--- config.mk ---
export PLATFORM = sky130hd
export DESIGN_NAME = fpu_issue_ctrl
export DESIGN_NICKNAME = d
export VERILOG_FILES = /design/src/rtl/fpu_issue_ctrl.sv
export SDC_FILE = /design/constraint.sdc
export NUM_CORES = 1
export LEC_CHECK = 0
export CAP_MARGIN = 30
export CORE_AREA = 2 2 210 212
export DETAILED_ROUTE_END_ITERATION = 10
export DIE_AREA = 0 0 212 214
export HOLD_SLACK_MARGIN = 0.12
export PLACE_DENSITY = 0.76
export SYNTH_ARGS = -nofsm -noshare
export SYNTH_HDL_FRONTEND = slang
export SYNTH_SLANG_ARGS = --single-unit
--- constraint.sdc ---
create_clock -name sys_clk -period 4.3 [get_ports sys_clk]
set_input_delay 0.645 -clock sys_clk [delete_from_list [all_inputs] [get_ports sys_clk]]
set_output_delay 0.645 -clock sys_clk [all_outputs]
set_load 0.02 [all_outputs]
--- src/rtl/fpu_issue_ctrl.sv ---
// Issue/retire controller for a bank of FP units: issues operands to one-hot
// selected units, captures out-of-order results and retires them in issue order.
module fpu_issue_ctrl #(
  parameter int NUM_UNITS = 10,
  parameter int DATA_W    = 32,
  parameter int DEPTH     = 8
) (
  input  logic                          sys_clk,
  input  logic                          rst,
  input  logic                          in_valid,
  output logic                          in_ready,
  input  logic [NUM_UNITS-1:0]          opcode,
  input  logic [DATA_W-1:0]             x1,
  input  logic [DATA_W-1:0]             x2,
  output logic [NUM_UNITS-1:0]          unit_start,
  output logic [DATA_W-1:0]             unit_x1,
  output logic [DATA_W-1:0]             unit_x2,
  input  logic [NUM_UNITS*DATA_W-1:0]   unit_y,
  input  logic [NUM_UNITS-1:0]          unit_valid,
  input  logic [NUM_UNITS-1:0]          unit_ovf,
  input  logic [NUM_UNITS-1:0]          unit_unf,
  output logic [DATA_W-1:0]             y,
  output logic                          ovf,
  output logic                          unf,
  output logic                          out_valid,
  input  logic                          out_ready,
  input  logic                          flag_clr,
  output logic                          sticky_ovf,
  output logic                          sticky_unf,
  output logic                          err_opcode,
  output logic                          busy
);

  localparam int IDX_W = (NUM_UNITS > 1) ? $clog2(NUM_UNITS) : 1;
  localparam int PTR_W = $clog2(DEPTH);
  localparam int CNT_W = PTR_W + 1;

  logic [IDX_W-1:0]     fifo_q [DEPTH];
  logic [PTR_W-1:0]     wr_ptr_q, rd_ptr_q;
  logic [CNT_W-1:0]     count_q, count_d;
  logic [NUM_UNITS-1:0] pending_q, pending_d;
  logic [NUM_UNITS-1:0] held_q, held_d;
  logic [NUM_UNITS-1:0] start_q;
  logic [DATA_W+1:0]    hold_q [NUM_UNITS];
  logic [DATA_W-1:0]    x1_q, x2_q;
  logic                 sticky_ovf_q, sticky_unf_q, err_q;

  logic                 onehot, full, unit_busy, accept, issue, retire, head_valid;
  logic [IDX_W-1:0]     sel_idx, head_idx;
  logic [NUM_UNITS-1:0] capture, retire_mask;
  logic [DATA_W+1:0]    head_word;

  always_comb begin
    sel_idx = '0;
    for (int k = 0; k < NUM_UNITS; k++) begin
      if (opcode[k]) sel_idx = IDX_W'(k);
    end
  end

  assign onehot    = (opcode != '0) && ((opcode & (opcode - NUM_UNITS'(1))) == '0);
  assign full      = (count_q == CNT_W'(DEPTH));
  assign unit_busy = |((pending_q | held_q) & opcode);
  // A malformed opcode is always swallowed so it cannot wedge the requester.
  assign in_ready  = !rst && (!onehot || (!full && !unit_busy));
  assign accept    = in_valid && in_ready;
  assign issue     = accept && onehot;

  assign head_idx    = fifo_q[rd_ptr_q];
  assign head_word   = hold_q[head_idx];
  assign head_valid  = (count_q != '0) && held_q[head_idx];
  assign retire      = head_valid && out_ready;
  assign retire_mask = retire ? (NUM_UNITS'(1) << head_idx) : '0;
  assign capture     = unit_valid & pending_q;

  always_comb begin
    pending_d = (pending_q & ~capture) | (issue ? opcode : '0);
    held_d    = (held_q | capture) & ~retire_mask;
    count_d   = count_q;
    if (issue && !retire)      count_d = count_q + CNT_W'(1);
    else if (!issue && retire) count_d = count_q - CNT_W'(1);
  end

  always_ff @(posedge sys_clk) begin
    if (rst) begin
      wr_ptr_q     <= '0;
      rd_ptr_q     <= '0;
      count_q      <= '0;
      pending_q    <= '0;
      held_q       <= '0;
      start_q      <= '0;
      x1_q         <= '0;
      x2_q         <= '0;
      sticky_ovf_q <= 1'b0;
      sticky_unf_q <= 1'b0;
      err_q        <= 1'b0;
    end else begin
      pending_q <= pending_d;
      held_q    <= held_d;
      count_q   <= count_d;
      start_q   <= issue ? opcode : '0;
      err_q     <= accept && !onehot;
      if (issue) begin
        x1_q     <= x1;
        x2_q     <= x2;
        wr_ptr_q <= wr_ptr_q + PTR_W'(1);
      end
      if (retire) rd_ptr_q <= rd_ptr_q + PTR_W'(1);
      // Clear wins over a flag retiring in the same cycle.
      if (flag_clr) begin
        sticky_ovf_q <= 1'b0;
        sticky_unf_q <= 1'b0;
      end else if (retire) begin
        sticky_ovf_q <= sticky_ovf_q | head_word[DATA_W];
        sticky_unf_q <= sticky_unf_q | head_word[DATA_W+1];
      end
    end
  end

  always_ff @(posedge sys_clk) begin
    if (issue) fifo_q[wr_ptr_q] <= sel_idx;
    for (int k = 0; k < NUM_UNITS; k++) begin
      if (capture[k]) hold_q[k] <= {unit_unf[k], unit_ovf[k], unit_y[k*DATA_W +: DATA_W]};
    end
  end

  assign out_valid  = !rst && head_valid;
  assign y          = out_valid ? head_word[DATA_W-1:0] : '0;
  assign ovf        = out_valid && head_word[DATA_W];
  assign unf        = out_valid && head_word[DATA_W+1];
  assign unit_start = rst ? '0 : start_q;
  assign unit_x1    = x1_q;
  assign unit_x2    = x2_q;
  assign err_opcode = !rst && err_q;
  assign sticky_ovf = !rst && sticky_ovf_q;
  assign sticky_unf = !rst && sticky_unf_q;
  assign busy       = !rst && ((count_q != '0) || (|pending_q) || (|held_q));

endmodule

==> results.toml <==
[place]
hpwl_um = 48200
port_buffers = 542
gp_congestion = 0.904

[timing]
hold_viol = 0
max_freq_ghz = 0.234
timing.final.crit_share_pct = 99.6
setup_violations = 0
rsz0062_at_grt = "yes"
clock_skew_ps = 24.0
slew_headroom_pct = 33.9
slew_viol_final = 0
min_period_ps = 4280
tightest_slew_ps = 991

[clock_tree]
cts_tree = "yes"
clk_latency_ps = 610
cts_root_buf = "clkbuf_16"
cts.clk_slew.worst_paths_ps = 60
clock_sinks = 482
cts.path.max_buffers = 3
cts_made_buffers = 50
h-tree-depth = 2
hold_buffers = 0

[floorplan]
design.die.area_sq_um = 45400
core_sq_um = 42900
start_util_pct = 45.0
row_count = 76
die_x_um = 212
die_h_um = 214
io_pins = 543

[yosys]
synth_common_cells = "edfxtp_1 (372), nand2_1 (323), nor2_1 (125)"
synth_top_family_by_area = "simple AND/OR/NAND/NOR gates"
yosysUniqueCellTypes = 56
synthArstFlopShare_pct = 0
synth-compound-area-share_pct = 5.52
synth.cell_area_sq_um = 19300
yosys.area.top_type = "edfxtp_1"
syn_inst = 1536
ys_warn_count = 0
yosys.area_share.simple_pct = 16.3
muxShareOfSynthArea_pct = 5.84
ys_ff_latch = 482
synth_nets = 1971
yosysMostFrequentCell = "edfxtp_1"
yosysTopAreaCellShare_pct = 57.8
synth-xor-area-share_pct = 0.227
synth.area.top_cells = "edfxtp_1 (58%), dfxtp_1 (11%), nand2_1 (6.3%)"
synth_edf_count = 372
synth_seq_area_share_pct = 69.2
synth-adder-area-share_pct = 0.479
syn_area_per_cell_sq_um = 12.6
synth_ff_type = "edfxtp_1"

[worst_hold_path]
whs_path_depth = 2
hp-class = "input pin to flop"

[grt]
grt_pass1_vias = 15312
overflow = 0
grt_max_degree = 94
grt_use_total_pct = 29.5
grt_first_pass_wirelength_um = 97800
antenna_found_initial = 28

[status]
status = "finished clean"

[final_layout]
synthToLayoutAreaGrowth_pct = 43.7
drive_gt1_share_pct = 11.0
final.fill_count = 3134
nNetsFinal = 2541
final_util_pct = 64.7

[job]
max-cap-violations = 0

[critical_path]
cp.required_ps = 3650
r2r_slack_ps = 280
reg2regPathDepth = 14
arrival_ps = 3640
crit_type = "flop to primary output"
cp-end-kind = "primary output"
crit_fanout = 12
start_kind = "flop"

[power_and_ir_drop]
p_sw_mw = 1.98
seqPwrFrac_pct = 49.4
peakVddDrop_uv = 305
intPower_mw = 8.17
power_mw = 10.1
clockPowerShare_pct = 45.6
p_leak_nw = 9.84
combinationalPowerShare_pct = 5.0
power_density_nw_per_um2 = 366
swShare_pct = 19.5

[drt]
drt_iter0_drc = 1321
num_vias = 15114
first_pass_iters = 5
remaining_drc_errors = 0
wl_per_cell_um = 25.1
viasPerCell = 5.49
drt-total-wl_um = 69100
ant_nets = 0
timing repair:
item | 4_1_cts | 5_1_grt
buffers inserted | 8 | 2
resized for setup | 117 | 32
endpoints found under the setup margin | 34 | 33
pin swaps | 15 | 3
gates cloned | 5 | 1
cell type report:
cell class	instances	area, sq um	share of cell area, %
diodes	21	52.6	0.189
clock buffers	57	1310	4.71
clock inverters	35	448	1.61
inverters	4	22.5	0.0811
multi-input cells	951	5590	20.1
flip-flops and latches	482	13400	48.2
well taps	585	732	2.64
repair buffers	617	6240	22.5
layout by cell type (no fill, tap or decap), types with 5 or more instances in the layout:
master             n
nor2b_1           25
a41oi_1            5
buf_4             54
a311oi_2           5
buf_2             18
nand3_1           98
nor3b_1            5
edfxtp_1         372
nand2_1          323
mux2i_1           87
buf_12            17
a311o_1           28
nand3b_1           5
diode_2           21
clkdlybuf4s50_1  506
clkinv_1           9
clkbuf_1           5
and2_2            10
clkinv_2          10
and3_1            59
o21ai_0           14
ha_1               5
buf_16             5
nor2_1           125
clkdlybuf4s15_2    7
mux2_2             8
a21oi_1           24
a311oi_1          26
and2_1            11
o22ai_1            5
bufinv_16         10
nor4_1             8
a211oi_1           7
dfxtp_1          109
clkbuf_16         52
power groups by stage:
stage	sequential, mW	clock [mW]	combinational (mW)
after global routing	5.01	4.87	0.539
final	5.01	4.63	0.512
after global placement	5.11	0	0.494
after CTS	5.01	4.70	0.512
after detailed placement	5.11	0	0.504
after floorplan	5.11	0	0.0623
flip-flops by register name, indices dropped and copies added (netlist names), 4 cells and up, named ones only:
signal / count
hold_q: 340
pending_q: 10
unit_x1: 32
unit_x2: 32
held_q: 10
count_q: 4
fifo_q: 32
start_q: 10
per-layer routing:
layer	vias up	part of all wire [%]	routed length, um	GRT usage (%)
met2	810	50	34700	51.3
met3	159	11	7360	9.85
met4	14	4.1	2850	13.3
met5	-	0.15	103	0
li1	6775	-	-	-
met1	7356	35	24100	32.7
worst paths after layout:
| kind | startpoint | endpoint |
|---|---|---|
| hold reg to reg | sticky_unf_q | sticky_unf_q |
| hold / removal | rst | pending_q[1] |
| setup / recovery | fifo_q[2][0] | y[1] |
| setup reg to reg | fifo_q[2][0] | count_q[3] |
cells by family after synthesis:
logic type               Yosys count
multiplexers                     104
flip-flops                       482
XOR/XNOR                           5
AND/OR/NAND/NOR                  695
buffers and inverters            104
adder cells (fa/ha/maj)            7
AO/OA/AOI/OAI                    139
worst max-delay path, cell delays in order (launching register included):
cell and delay (ps):
edfxtp_1 410, mux2_1 340, mux4_4 760, mux2i_1 180
a32oi_1 200, nand2_1 80, or3_4 380, inv_8 110
clkbuf_16 170, and3_1 150, clkdlybuf4s15_2 250
stage by stage:
stage	std cells	setup TNS (ps)	instance area, sq um	setup slack [ps]	hold slack (ps)
final	2752	0	27800	18.0	405
after global routing	2748	-621	27800	-75.5	378
after CTS	2727	-183	27700	-69.7	368
after detailed placement	2622	0	25700	145	453
after global placement	2615	0	25500	183	458
after floorplan	1536	0	19300	713	433
Note: power is estimated with default switching activity, not from simulation.
